[src/rtl/disp_pkg.sv]
// disp_pkg: mode constants, Bayer 2x2 thresholds and helpers for the display colour adapter.
package disp_pkg;
  localparam logic [1:0] DISP_MODE_PAD  = 2'd0;
  localparam logic [1:0] DISP_MODE_REP  = 2'd1;
  localparam logic [1:0] DISP_MODE_MUTE = 2'd2;
  // 2x2 thresholds {0,2,3,1} indexed by {ypar, xpar^fpar}, entry 0 in the LSBs
  localparam logic [7:0] DISP_BAYER = {2'd1, 2'd3, 2'd2, 2'd0};

  function automatic logic [1:0] disp_mode_map(input logic [1:0] m);
    return m == 2'd3 ? DISP_MODE_REP : m;
  endfunction

  function automatic logic [1:0] disp_bayer(input logic [1:0] idx);
    return DISP_BAYER[{idx, 1'b0} +: 2];
  endfunction
endpackage

[src/rtl/colour_chan_conv.sv]
// colour_chan_conv: combinational BPC_IN->BPC_OUT conversion of one colour channel.
module colour_chan_conv
  import disp_pkg::*;
#(
  parameter int BPC_IN  = 5,
  parameter int BPC_OUT = 8
) (
  input  logic [BPC_IN-1:0]  c_i,
  input  logic [1:0]         mode_i,
  input  logic               dith_i,
  input  logic [BPC_IN-1:0]  thr_i,
  output logic [BPC_OUT-1:0] c_o
);
  logic [BPC_OUT-1:0] pad, rep;
  if (BPC_OUT > BPC_IN) begin : g_widen
    logic unused_narrow;
    assign unused_narrow = ^{dith_i, thr_i};
    assign pad = {c_i, {(BPC_OUT-BPC_IN){1'b0}}};
    for (genvar k = 0; k < BPC_OUT; k++) begin : g_rep
      assign rep[BPC_OUT-1-k] = c_i[BPC_IN-1-(k % BPC_IN)];
    end
  end else if (BPC_OUT < BPC_IN) begin : g_narrow
    localparam int D = BPC_IN - BPC_OUT;
    localparam logic [BPC_IN:0] HALF = {{BPC_IN{1'b0}}, 1'b1} << (D-1);
    logic [BPC_IN:0] sum;
    assign pad = c_i[BPC_IN-1 -: BPC_OUT];
    // a carry out of the top bit means the rounded value no longer fits: saturate
    assign sum = {1'b0, c_i} + (dith_i ? {1'b0, thr_i} : HALF);
    assign rep = sum[BPC_IN] ? '1 : sum[BPC_IN-1 -: BPC_OUT];
  end else begin : g_pass
    logic unused_narrow;
    assign unused_narrow = ^{dith_i, thr_i};
    assign pad = c_i;
    assign rep = c_i;
  end
  assign c_o = mode_i == DISP_MODE_MUTE ? '0 : mode_i == DISP_MODE_PAD ? pad : rep;
endmodule

[src/rtl/disp_colour_adapt.sv]
// disp_colour_adapt: 2-cycle colour-depth adapter with frame-aligned mode changes.
// Ordered 2x2 dither for mode-1 narrowing is built only with DISP_ADAPT_DITHER_EN defined.
module disp_colour_adapt
  import disp_pkg::*;
#(
  parameter int BPC_IN   = 5,
  parameter int BPC_OUT  = 8,
  parameter int CHAN     = 3,
  parameter bit SYNC_POL = 1'b1
) (
  input  logic                    clk_pix,
  input  logic                    rst_pix_n,
  input  logic [1:0]              cfg_mode,
  input  logic                    cfg_dither,
  input  logic                    in_de,
  input  logic                    in_hsync,
  input  logic                    in_vsync,
  input  logic                    in_frame,
  input  logic [CHAN*BPC_IN-1:0]  in_colr,
  output logic                    out_de,
  output logic                    out_hsync,
  output logic                    out_vsync,
  output logic [CHAN*BPC_OUT-1:0] out_colr,
  output logic [1:0]              mode_act
);
  logic [1:0] mode_q, mode_d;
  logic de1_q, hs1_q, vs1_q, dith_en;
  logic [CHAN*BPC_IN-1:0] colr1_q;
  logic [BPC_IN-1:0] thr;
  logic [CHAN*BPC_OUT-1:0] conv, colr_d;
  assign mode_d = in_frame ? disp_mode_map(cfg_mode) : mode_q;
  assign colr_d = de1_q ? conv : '0;
  assign mode_act = mode_q;
  always_ff @(posedge clk_pix or negedge rst_pix_n) begin
    if (!rst_pix_n) begin
      mode_q <= DISP_MODE_REP;
      {de1_q, out_de} <= '0;
      {hs1_q, vs1_q, out_hsync, out_vsync} <= {4{~SYNC_POL}};
      colr1_q <= '0;
      out_colr <= '0;
    end else begin
      mode_q <= mode_d;
      {de1_q, hs1_q, vs1_q, colr1_q} <= {in_de, in_hsync, in_vsync, in_colr};
      {out_de, out_hsync, out_vsync, out_colr} <= {de1_q, hs1_q, vs1_q, colr_d};
    end
  end
`ifdef DISP_ADAPT_DITHER_EN
  localparam int D = BPC_IN > BPC_OUT ? BPC_IN - BPC_OUT : 0;
  logic dith_q, xpar_q, ypar_q, fpar_q, xc, yc, fc;
  logic [1:0] idx_q;
  // parity of the pixel presented this cycle; de1_q doubles as the previous in_de
  assign xc = (in_de & ~de1_q) ? 1'b0 : xpar_q;
  assign yc = in_frame ? 1'b0 : ypar_q;
  assign fc = fpar_q ^ in_frame;
  assign thr = BPC_IN'((32'(disp_bayer(idx_q)) << D) >> 2);
  assign dith_en = dith_q;
  always_ff @(posedge clk_pix or negedge rst_pix_n) begin
    if (!rst_pix_n) begin
      {dith_q, xpar_q, ypar_q, fpar_q} <= '0;
      idx_q <= '0;
    end else begin
      dith_q <= in_frame ? cfg_dither : dith_q;
      xpar_q <= in_de ? ~xc : xpar_q;
      ypar_q <= in_frame ? 1'b0 : (~in_de & de1_q) ? ~ypar_q : ypar_q;
      fpar_q <= fc;
      idx_q <= {yc, xc ^ fc};
    end
  end
`else
  logic unused_dither;
  assign unused_dither = cfg_dither;
  assign dith_en = 1'b0;
  assign thr = '0;
`endif
  for (genvar g = 0; g < CHAN; g++) begin : g_chan
    colour_chan_conv #(.BPC_IN(BPC_IN), .BPC_OUT(BPC_OUT)) u_conv (
      .c_i   (colr1_q[g*BPC_IN +: BPC_IN]),
      .mode_i(mode_q),
      .dith_i(dith_en),
      .thr_i (thr),
      .c_o   (conv[g*BPC_OUT +: BPC_OUT])
    );
  end
endmodule

[config.mk]
export PLATFORM = sky130hd
export DESIGN_NAME = disp_colour_adapt
export DESIGN_NICKNAME = d
export VERILOG_FILES = /design/src/rtl/disp_pkg.sv /design/src/rtl/colour_chan_conv.sv /design/src/rtl/disp_colour_adapt.sv
export SDC_FILE = /design/constraint.sdc
export NUM_CORES = 1
export LEC_CHECK = 0
export ABC_AREA = 1
export CAP_MARGIN = 20
export CORE_MARGIN = 2
export CORE_UTILIZATION = 30
export DETAILED_ROUTE_END_ITERATION = 8
export SLEW_MARGIN = 20
export SYNTH_ARGS = -nofsm -noshare
export SYNTH_HDL_FRONTEND = slang
export SYNTH_SLANG_ARGS = --single-unit
export TNS_END_PERCENT = 5
[constraint.sdc]
create_clock -name clk_pix -period 3.05 [get_ports clk_pix]
set_input_delay 0.61 -clock clk_pix [delete_from_list [all_inputs] [get_ports clk_pix]]
set_output_delay 0.61 -clock clk_pix [all_outputs]
set_load 0.03 [all_outputs]
==> tab_implementation.tex, run 1 <==
\begin{tabular}{lr}
\hline
Metric & Value \\
\hline
\multicolumn{2}{l}{\textbf{Timing}} \\
\quad Skew final & 0.00376 ns \\
\quad Worst hold slack & 0.301 ns \\
\quad Final hold viol count & 0 \\
\quad Unrepaired setup endpoints after global routing & no \\
\quad Number of setup violations in the final report & 0 \\
\quad Final critical path time including I/O delays and setup & 2.14 ns \\
\quad Count of final max-slew check failures & 0 \\
\quad Maximum clock frequency & 467 MHz \\
\quad Final cycle utilization of the critical path & 0.701 \\
\quad Max-Slew Margin vs Limit & 0.623 \\
\quad TNS Setup & 0 ns \\
\quad Measured slew at the worst slew-check pin & 0.566 ns \\
\multicolumn{2}{l}{\textbf{Setup path}} \\
\quad Endpoint class of the critical path & output port \\
\quad Critical Path AT & 1.53 ns \\
\quad Worst path top cell family by delay & buffers and inverters \\
\quad Combined buffer and inverter count along the critical path & 1 \\
\quad CP Cell Sequence & clkdlybuf4s50\_1 \\
\quad Maximum fanout encountered on the critical timing path & 3 \\
\quad Largest stage delay on the critical path & 0.68 ns \\
\quad Startpoint-to-endpoint class of the critical path & reg -> out \\
\quad Required time worst endpoint & 2.44 ns \\
\quad Critical Path Start Type & register \\
\quad Slowest cell on the critical path & sky130\_fd\_sc\_hd\_\_clkdlybuf4s50\_1 \\
\multicolumn{2}{l}{\textbf{Cells and area}} \\
\quad \# diodes & 0 \\
\quad Synthesis-to-layout area growth & 48.4\% \\
\quad Final Util & 0.469 \\
\quad Proportion of layout cells with a drive suffix above 1 & 0.142 \\
\quad Final \#Nets & 178 \\
\quad Fill cell total of the finished layout & 392 \\
\quad Finished Layout Cells & 207 \\
\multicolumn{2}{l}{\textbf{Detailed routing}} \\
\quad Detailed route wirelength on metal3 & 204 um \\
\quad Antenna-violating nets left & 0 \\
\quad Post-route DRC & 0 \\
\quad Router iterations before antenna repair & 4 \\
\quad Initial DRC count & 47 \\
\quad Highest metal layer with signal wires & met4 \\
\quad Met2 Routed Length & 1290 um \\
\quad Via count & 842 \\
\quad Met1 Routed Length & 978 um \\
\quad Vias per inst & 4.07 \\
\quad Routed wire length & 2500 um \\
\quad Average detailed-routed wire length per instance & 12.1 um \\
\multicolumn{2}{l}{\textbf{GRT}} \\
\quad GRT Residual Overflow & 0 \\
\quad Global-route wire length before repair & 4220 um \\
\quad Overall global routing resource usage & 0.108 \\
\quad Largest net degree at the start of global routing & 48 \\
\quad Via count of the first global-routing pass & 935 \\
\quad Number of antenna violations at the first check in global routing & 0 \\
\multicolumn{2}{l}{\textbf{Yosys}} \\
\quad Share of cell area taken by muxes after synthesis & 0 \\
\quad Number of different library cells in the post-synthesis netlist & 11 \\
\quad Post-synthesis sequential element count & 47 \\
\quad Largest cells by area after synthesis & sky130\_fd\_sc\_hd\_\_dfrtp\_1 (82\%), sky130\_fd\_sc\_hd\_\_inv\_1 (4.5\%), sky130\_fd\_sc\_hd\_\_nor2\_2 (4.5\%), sky130\_fd\_sc\_hd\_\_nor2\_1 (3.7\%), sky130\_fd\_sc\_hd\_\_dfstp\_2 (1.9\%) \\
\quad Dominant combinational cell family by area after synthesis & simple AND/OR/NAND/NOR gates \\
\quad Flip-flop cell with the highest count after synthesis & sky130\_fd\_sc\_hd\_\_dfrtp\_1 \\
\quad Simple-Gate Fraction of Synth Area & 0.0980 \\
\quad Share of the synthesized area in the top cell type & 0.820 \\
\quad Synth Warn \# & 0 \\
\quad Post-synthesis instance total & 97 \\
\quad Synth Area in XOR/XNOR & 0 \\
\quad Synthesized netlist net count & 121 \\
\quad Top cells by count, synth & sky130\_fd\_sc\_hd\_\_dfrtp\_1 (46), sky130\_fd\_sc\_hd\_\_inv\_1 (17), sky130\_fd\_sc\_hd\_\_nor2\_1 (14), sky130\_fd\_sc\_hd\_\_nor2\_2 (10), sky130\_fd\_sc\_hd\_\_nand2\_1 (3) \\
\quad Sequential fraction of the synthesis area & 0.839 \\
\quad Compound-gate portion of the synthesized area & 0.00713 \\
\quad Fraction of synthesis flops using an asynchronous set or reset pin & 1.00 \\
\quad Most common cell in the netlist & sky130\_fd\_sc\_hd\_\_dfrtp\_1 \\
\quad Fraction of the mapped netlist area in adder cells & 0 \\
\quad Most area-hungry cell type in the Yosys netlist & sky130\_fd\_sc\_hd\_\_dfrtp\_1 \\
\quad Post-synthesis average cell area & 14.5 um\^{}2 \\
\quad Count of flip-flops with a built-in enable after synthesis & 0 \\
\quad Cell area after synthesis & 1400 um\^{}2 \\
\multicolumn{2}{l}{\textbf{Clock network}} \\
\quad Clock tree from TritonCTS & done \\
\quad Total clock sinks & 47 \\
\quad Post-cts sizing count & 0 \\
\quad Clock latency on the worst-skew pair & 0.29 ns \\
\quad Number of hold buffers added after CTS & 0 \\
\quad Buffers from clock root to sink, at most & 2 \\
\quad Number of post-CTS setup repair buffers & 0 \\
\quad Clk root buf & sky130\_fd\_sc\_hd\_\_clkbuf\_8 \\
\quad Clock buffer count from CTS & 5 \\
\quad Maximum level of the CTS H-tree & 2 \\
\quad Clock-pin transition on the worst setup and hold timing paths & 0.08 ns \\
\multicolumn{2}{l}{\textbf{Pwr}} \\
\quad Maximum VDD drop & 0.236 mV \\
\quad Leak pwr & 0.992 nW \\
\quad Pwr/cell area & 616 nW/um\^{}2 \\
\multicolumn{2}{l}{\textbf{Run status}} \\
\quad Status & completed \\
\multicolumn{2}{l}{\textbf{Floorplan}} \\
\quad Floorplan die height & 72.4 um \\
\quad Core region area & 4440 um\^{}2 \\
\quad Die ar. & 5240 um\^{}2 \\
\quad I/O pin total & 53 \\
\quad Effective utilization at floorplan & 0.316 \\
\quad Horizontal extent of the die & 72.4 um \\
\quad Number of standard-cell rows in the floorplan & 24 \\
\multicolumn{2}{l}{\textbf{Placement}} \\
\quad Detailed Place HPWL & 1750 um \\
\quad Port Buffer Count & 51 \\
\quad Final weighted congestion in routability-driven placement & 0.705 \\
\quad Placed instance count & 199 \\
\multicolumn{2}{l}{\textbf{Worst hold path}} \\
\quad Type of the worst min-delay path & in -> async \\
\multicolumn{2}{l}{\textbf{Job}} \\
\quad Max cap viols & 0 \\
\hline
\end{tabular}
cell type report:
class | count | area [um^2] | share of cell area
clock inverter | 2 | 35.0 | 0.0168
tap | 52 | 65.1 | 0.0312
timing repair buffer | 51 | 508 | 0.244
clock buffer | 6 | 82.6 | 0.0396
multi-input combinational | 31 | 148 | 0.0709
sequential | 47 | 1180 | 0.565
inverter | 18 | 67.6 | 0.0324
placed cells by master (no fill, tap or decap):
cell,Yosys,routed
sky130_fd_sc_hd__dfstp_2,1,1
sky130_fd_sc_hd__bufinv_16,0,1
sky130_fd_sc_hd__clkbuf_8,0,6
sky130_fd_sc_hd__inv_2,1,1
sky130_fd_sc_hd__nand2_1,3,3
sky130_fd_sc_hd__nand2_2,1,1
sky130_fd_sc_hd__clkdlybuf4s50_1,0,50
sky130_fd_sc_hd__dfrtp_1,46,46
sky130_fd_sc_hd__inv_1,17,17
sky130_fd_sc_hd__clkinv_2,0,1
sky130_fd_sc_hd__nor2_2,10,10
sky130_fd_sc_hd__nand3_1,1,1
sky130_fd_sc_hd__o21ai_0,2,2
sky130_fd_sc_hd__buf_4,0,1
sky130_fd_sc_hd__nor2_1,14,14
cell families (layout without fill, tap and decap cells):
| group | after synthesis | count (layout) |
|---|---|---|
| AO/OA/AOI/OAI | 2 | 2 |
| buffers and inverters | 19 | 77 |
| flip-flops | 47 | 47 |
| AND/OR/NAND/NOR | 29 | 29 |
worst register-to-register path, cell delays in order, from the launching register on:
cell and delay (ns):
sky130_fd_sc_hd__dfstp_2 0.56, sky130_fd_sc_hd__inv_2 0.04, sky130_fd_sc_hd__nand2_1 0.06, sky130_fd_sc_hd__nand2_2 0.24
sky130_fd_sc_hd__nor2_1 0.19
flip-flops by register name (all words and copies together), names as in the netlist:
register and count:
out_colr 24, hs1_q 1, colr1_q 15, out_hsync 1, vs1_q 1, out_vsync 1, mode_act 2, out_de 1
de1_q 1
layer usage:
layer | track usage | vias up
met5 | 0 | -
met2 | 0.195 | 43
met4 | 0.0432 | 0
met1 | 0.118 | 408
met3 | 0.0347 | 3
li1 | - | 388
path summary, 6_finish.rpt:
path / end / cells after the start / slack, ns / from
hold reg to reg: out_vsync / 0 / 0.36 / vs1_q
min in group clk_pix: out_vsync / 0 / 0.36 / vs1_q
max in group asynchronous: out_colr[22] / 1 / 2.35 / rst_pix_n
setup / recovery: mode_act[0] / 1 / 0.91 / mode_act[0]
hold / removal: out_colr[9] / 1 / 0.30 / rst_pix_n
setup reg to reg: out_colr[22] / 4 / 1.88 / mode_act[0]
power breakdown:
| group | internal (mW) | switching, mW |
|---|---|---|
| combinational | 0.0683 | 0.0891 |
| sequential | 0.657 | 0.0108 |
| clock | 0.265 | 0.193 |
through the flow:
step           cell area (um^2)  setup slack (ns)  total power, mW
6_report                   2080             0.911             1.28
4_1_cts                    2080             0.890             1.30
3_5_place_dp               1960              1.23            0.841
3_3_place_gp               1960              1.24            0.836
5_1_grt                    2080             0.874             1.35
2_1_floorplan              1400              1.83            0.750
Note: power is estimated with default switching activity, not from simulation.
==> inputs of run 2 (changes only) <==
==> constraint.sdc (replaced) <==
create_clock -name clk_pix -period 1.9 [get_ports clk_pix]
set_input_delay 0.38 -clock clk_pix [delete_from_list [all_inputs] [get_ports clk_pix]]
set_output_delay 0.38 -clock clk_pix [all_outputs]
set_load 0.03 [all_outputs]
==> run 2 against run 1 <==
  * Via count fell by 1.4%
  * Final cell count is the same
  * Routed wire length decreased by 3.2%
  * Clock-buffer cell count did not move
==> tab_implementation.tex, run 2 (synthesized netlist as in run 1, its figures left out) <==
\begin{tabular}{lr}
\hline
Metric & Value \\
\hline
\multicolumn{2}{l}{\textbf{Floorplan}} \\
\quad Horizontal extent of the die & 72.4 um (unchanged) \\
\quad Number of standard-cell rows in the floorplan & 24 (unchanged) \\
\quad Core region area & 4440 um\^{}2 (unchanged) \\
\quad Die ar. & 5240 um\^{}2 (unchanged) \\
\quad Effective utilization at floorplan & 0.316 (unchanged) \\
\quad Floorplan die height & 72.4 um (unchanged) \\
\quad I/O pin total & 53 (unchanged) \\
\multicolumn{2}{l}{\textbf{GRT}} \\
\quad Number of antenna violations at the first check in global routing & 0 (unchanged) \\
\quad Via count of the first global-routing pass & 900 (-3.7\%) \\
\quad GRT Residual Overflow & 0 (unchanged) \\
\quad Global-route wire length before repair & 4020 um (-4.9\%) \\
\quad Overall global routing resource usage & 0.103 (-0.00492) \\
\quad Largest net degree at the start of global routing & 26 (-46\%) \\
\multicolumn{2}{l}{\textbf{Setup path}} \\
\quad Combined buffer and inverter count along the critical path & 1 (unchanged) \\
\quad Worst-case register-to-register setup slack & 0.75 ns (-1.13 ns) \\
\quad Critical R2R Capture & out\_colr[5] \\
\quad RR Startpoint & mode\_act[0] \\
\quad Largest stage delay on the critical path & 0.68 ns (about the same) \\
\quad Endpoint class of the critical path & output port \\
\quad Maximum fanout encountered on the critical timing path & 3 (unchanged) \\
\quad Startpoint-to-endpoint class of the critical path & reg -> out \\
\quad Slowest cell on the critical path & sky130\_fd\_sc\_hd\_\_clkdlybuf4s50\_1 \\
\quad Worst path top cell family by delay & buffers and inverters \\
\quad Required time worst endpoint & 1.52 ns (-0.92 ns) \\
\quad Critical Path Start Type & register \\
\quad Length in cells of the worst reg-to-reg path & 4 (unchanged) \\
\quad CP Cell Sequence & clkdlybuf4s50\_1 \\
\quad Critical Path AT & 1.33 ns (-0.20 ns) \\
\multicolumn{2}{l}{\textbf{Pwr}} \\
\quad Power, Total & 1.90 mW (+48\%) \\
\quad Maximum VDD drop & 0.337 mV (+43\%) \\
\quad Pwr/cell area & 918 nW/um\^{}2 (+49\%) \\
\quad Leak pwr & 0.988 nW (-0.36\%) \\
\multicolumn{2}{l}{\textbf{Timing}} \\
\quad Max-Slew Margin vs Limit & 0.655 (+0.0328) \\
\quad Final critical path time including I/O delays and setup & 1.71 ns \\
\quad Number of setup violations in the final report & 0 (unchanged) \\
\quad Skew final & 0.00401 ns (+0.000245 ns) \\
\quad Measured slew at the worst slew-check pin & 0.517 ns (-0.0493 ns) \\
\quad TNS Setup & 0 ns (unchanged) \\
\quad Unrepaired setup endpoints after global routing & no \\
\quad Final cycle utilization of the critical path & 0.902 \\
\quad Maximum clock frequency & 584 MHz \\
\quad Count of final max-slew check failures & 0 (unchanged) \\
\quad Final hold viol count & 0 (unchanged) \\
\multicolumn{2}{l}{\textbf{Clock network}} \\
\quad Maximum level of the CTS H-tree & 2 (unchanged) \\
\quad Buffers from clock root to sink, at most & 2 (unchanged) \\
\quad Clock buffer count from CTS & 5 (unchanged) \\
\quad Clock tree from TritonCTS & done \\
\quad Clock-pin transition on the worst setup and hold timing paths & 0.08 ns (about the same) \\
\quad Total clock sinks & 47 (unchanged) \\
\quad Clk root buf & sky130\_fd\_sc\_hd\_\_clkbuf\_8 \\
\quad Number of hold buffers added after CTS & 0 (unchanged) \\
\quad Clock latency on the worst-skew pair & 0.28 ns (about the same) \\
\quad Number of post-CTS setup repair buffers & 0 (unchanged) \\
\multicolumn{2}{l}{\textbf{Detailed routing}} \\
\quad Routed wire length & 2420 um (-3.2\%) \\
\quad Post-route DRC & 0 (unchanged) \\
\quad Initial DRC count & 28 (-40\%) \\
\quad Average detailed-routed wire length per instance & 11.7 um (-3.2\%) \\
\quad Via count & 830 (-1.4\%) \\
\quad Antenna-violating nets left & 0 (unchanged) \\
\quad Router iterations before antenna repair & 5 (+1) \\
\quad Vias per inst & 4.01 (-1.4\%) \\
\multicolumn{2}{l}{\textbf{Cells and area}} \\
\quad \# diodes & 0 (unchanged) \\
\quad Final \#Nets & 179 (+0.56\%) \\
\quad Max reg flops & 24 (unchanged) \\
\quad Highest-count cells in the layout ignoring fill and taps & sky130\_fd\_sc\_hd\_\_clkdlybuf4s50\_1 (49), sky130\_fd\_sc\_hd\_\_dfrtp\_1 (46), sky130\_fd\_sc\_hd\_\_inv\_1 (17) \\
\quad Most common cell after layout, fill and taps aside & sky130\_fd\_sc\_hd\_\_clkdlybuf4s50\_1 \\
\quad Most flop-heavy register & out\_colr \\
\quad Synthesis-to-layout area growth & 47.4\% \\
\quad Finished Layout Cells & 207 (unchanged) \\
\quad Proportion of layout cells with a drive suffix above 1 & 0.142 (unchanged) \\
\multicolumn{2}{l}{\textbf{Worst hold path}} \\
\quad Type of the worst min-delay path & in -> async \\
\multicolumn{2}{l}{\textbf{Run status}} \\
\quad Status & completed \\
\multicolumn{2}{l}{\textbf{Placement}} \\
\quad Detailed Place HPWL & 1780 um (+1.5\%) \\
\quad Placed instance count & 200 (+0.50\%) \\
\quad Port Buffer Count & 51 (unchanged) \\
\quad Final weighted congestion in routability-driven placement & 0.730 (+3.5\%) \\
\multicolumn{2}{l}{\textbf{Job}} \\
\quad Max cap viols & 0 (unchanged) \\
\hline
\end{tabular}
==> run 2: per-stage QoR <==
stage | cell area (um^2) | hold slack (ns) | setup WS, ns | util
after floorplan | 1400 | 0.0844 | 0.806 | -
after global placement | 1980 | 0.341 | 0.320 | 0.446
after detailed placement | 1980 | 0.338 | 0.305 | 0.446
after CTS | 2070 | 0.0677 | 0.163 | 0.466
after global routing | 2070 | 0.0877 | 0.111 | 0.466
final | 2070 | 0.0601 | 0.187 | 0.466
==> run 2: how the worst max path moves through the flow <==
| stage | from | endpoint | slack (ns) | depth (start not counted) |
|---|---|---|---|---|
| floorplan | mode_act[0] | out_colr[13] | 0.81 | 5 |
| global placement | mode_act[0] | mode_act[0] | 0.32 | 1 |
| detailed placement | mode_act[0] | mode_act[0] | 0.30 | 1 |
| CTS | mode_act[1] | mode_act[1] | 0.16 | 1 |
| global route | mode_act[1] | mode_act[1] | 0.11 | 1 |
| finish | mode_act[1] | mode_act[1] | 0.19 | 1 |
==> run 2: layout make-up <==
type | count | area (um^2)
clock buffer | 6 | 82.6
clock inverter | 1 | 5.00
fill | 418 | 2370
inverter | 18 | 67.6
multi-input combinational | 31 | 148
sequential | 47 | 1180
tap | 52 | 65.1
timing repair buffer | 52 | 524
==> run 2: timing repair <==
item                                    4_1_cts  5_1_grt
endpoints found under the setup margin        1        0
gates resized for setup                       1        0
endpoints found under the hold margin         0        0
==> run 2: power breakdown <==
group | switching, mW | total, mW | internal [mW] | leakage [nW]
sequential | 0.0166 | 1.07 | 1.05 | 0.586
combinational | 0.145 | 0.256 | 0.112 | 0.355
clock | 0.287 | 0.572 | 0.285 | 0.0470
==> run 2: routing by layer <==
layer	vias up	share of wire	global-route usage	routed length, um
met2	43	0.53	0.193	1290
met3	0	0.096	0.0528	232
met4	0	0	0.0185	0
met5	-	0	0	0
li1	391	-	-	-
met1	396	0.37	0.104	893
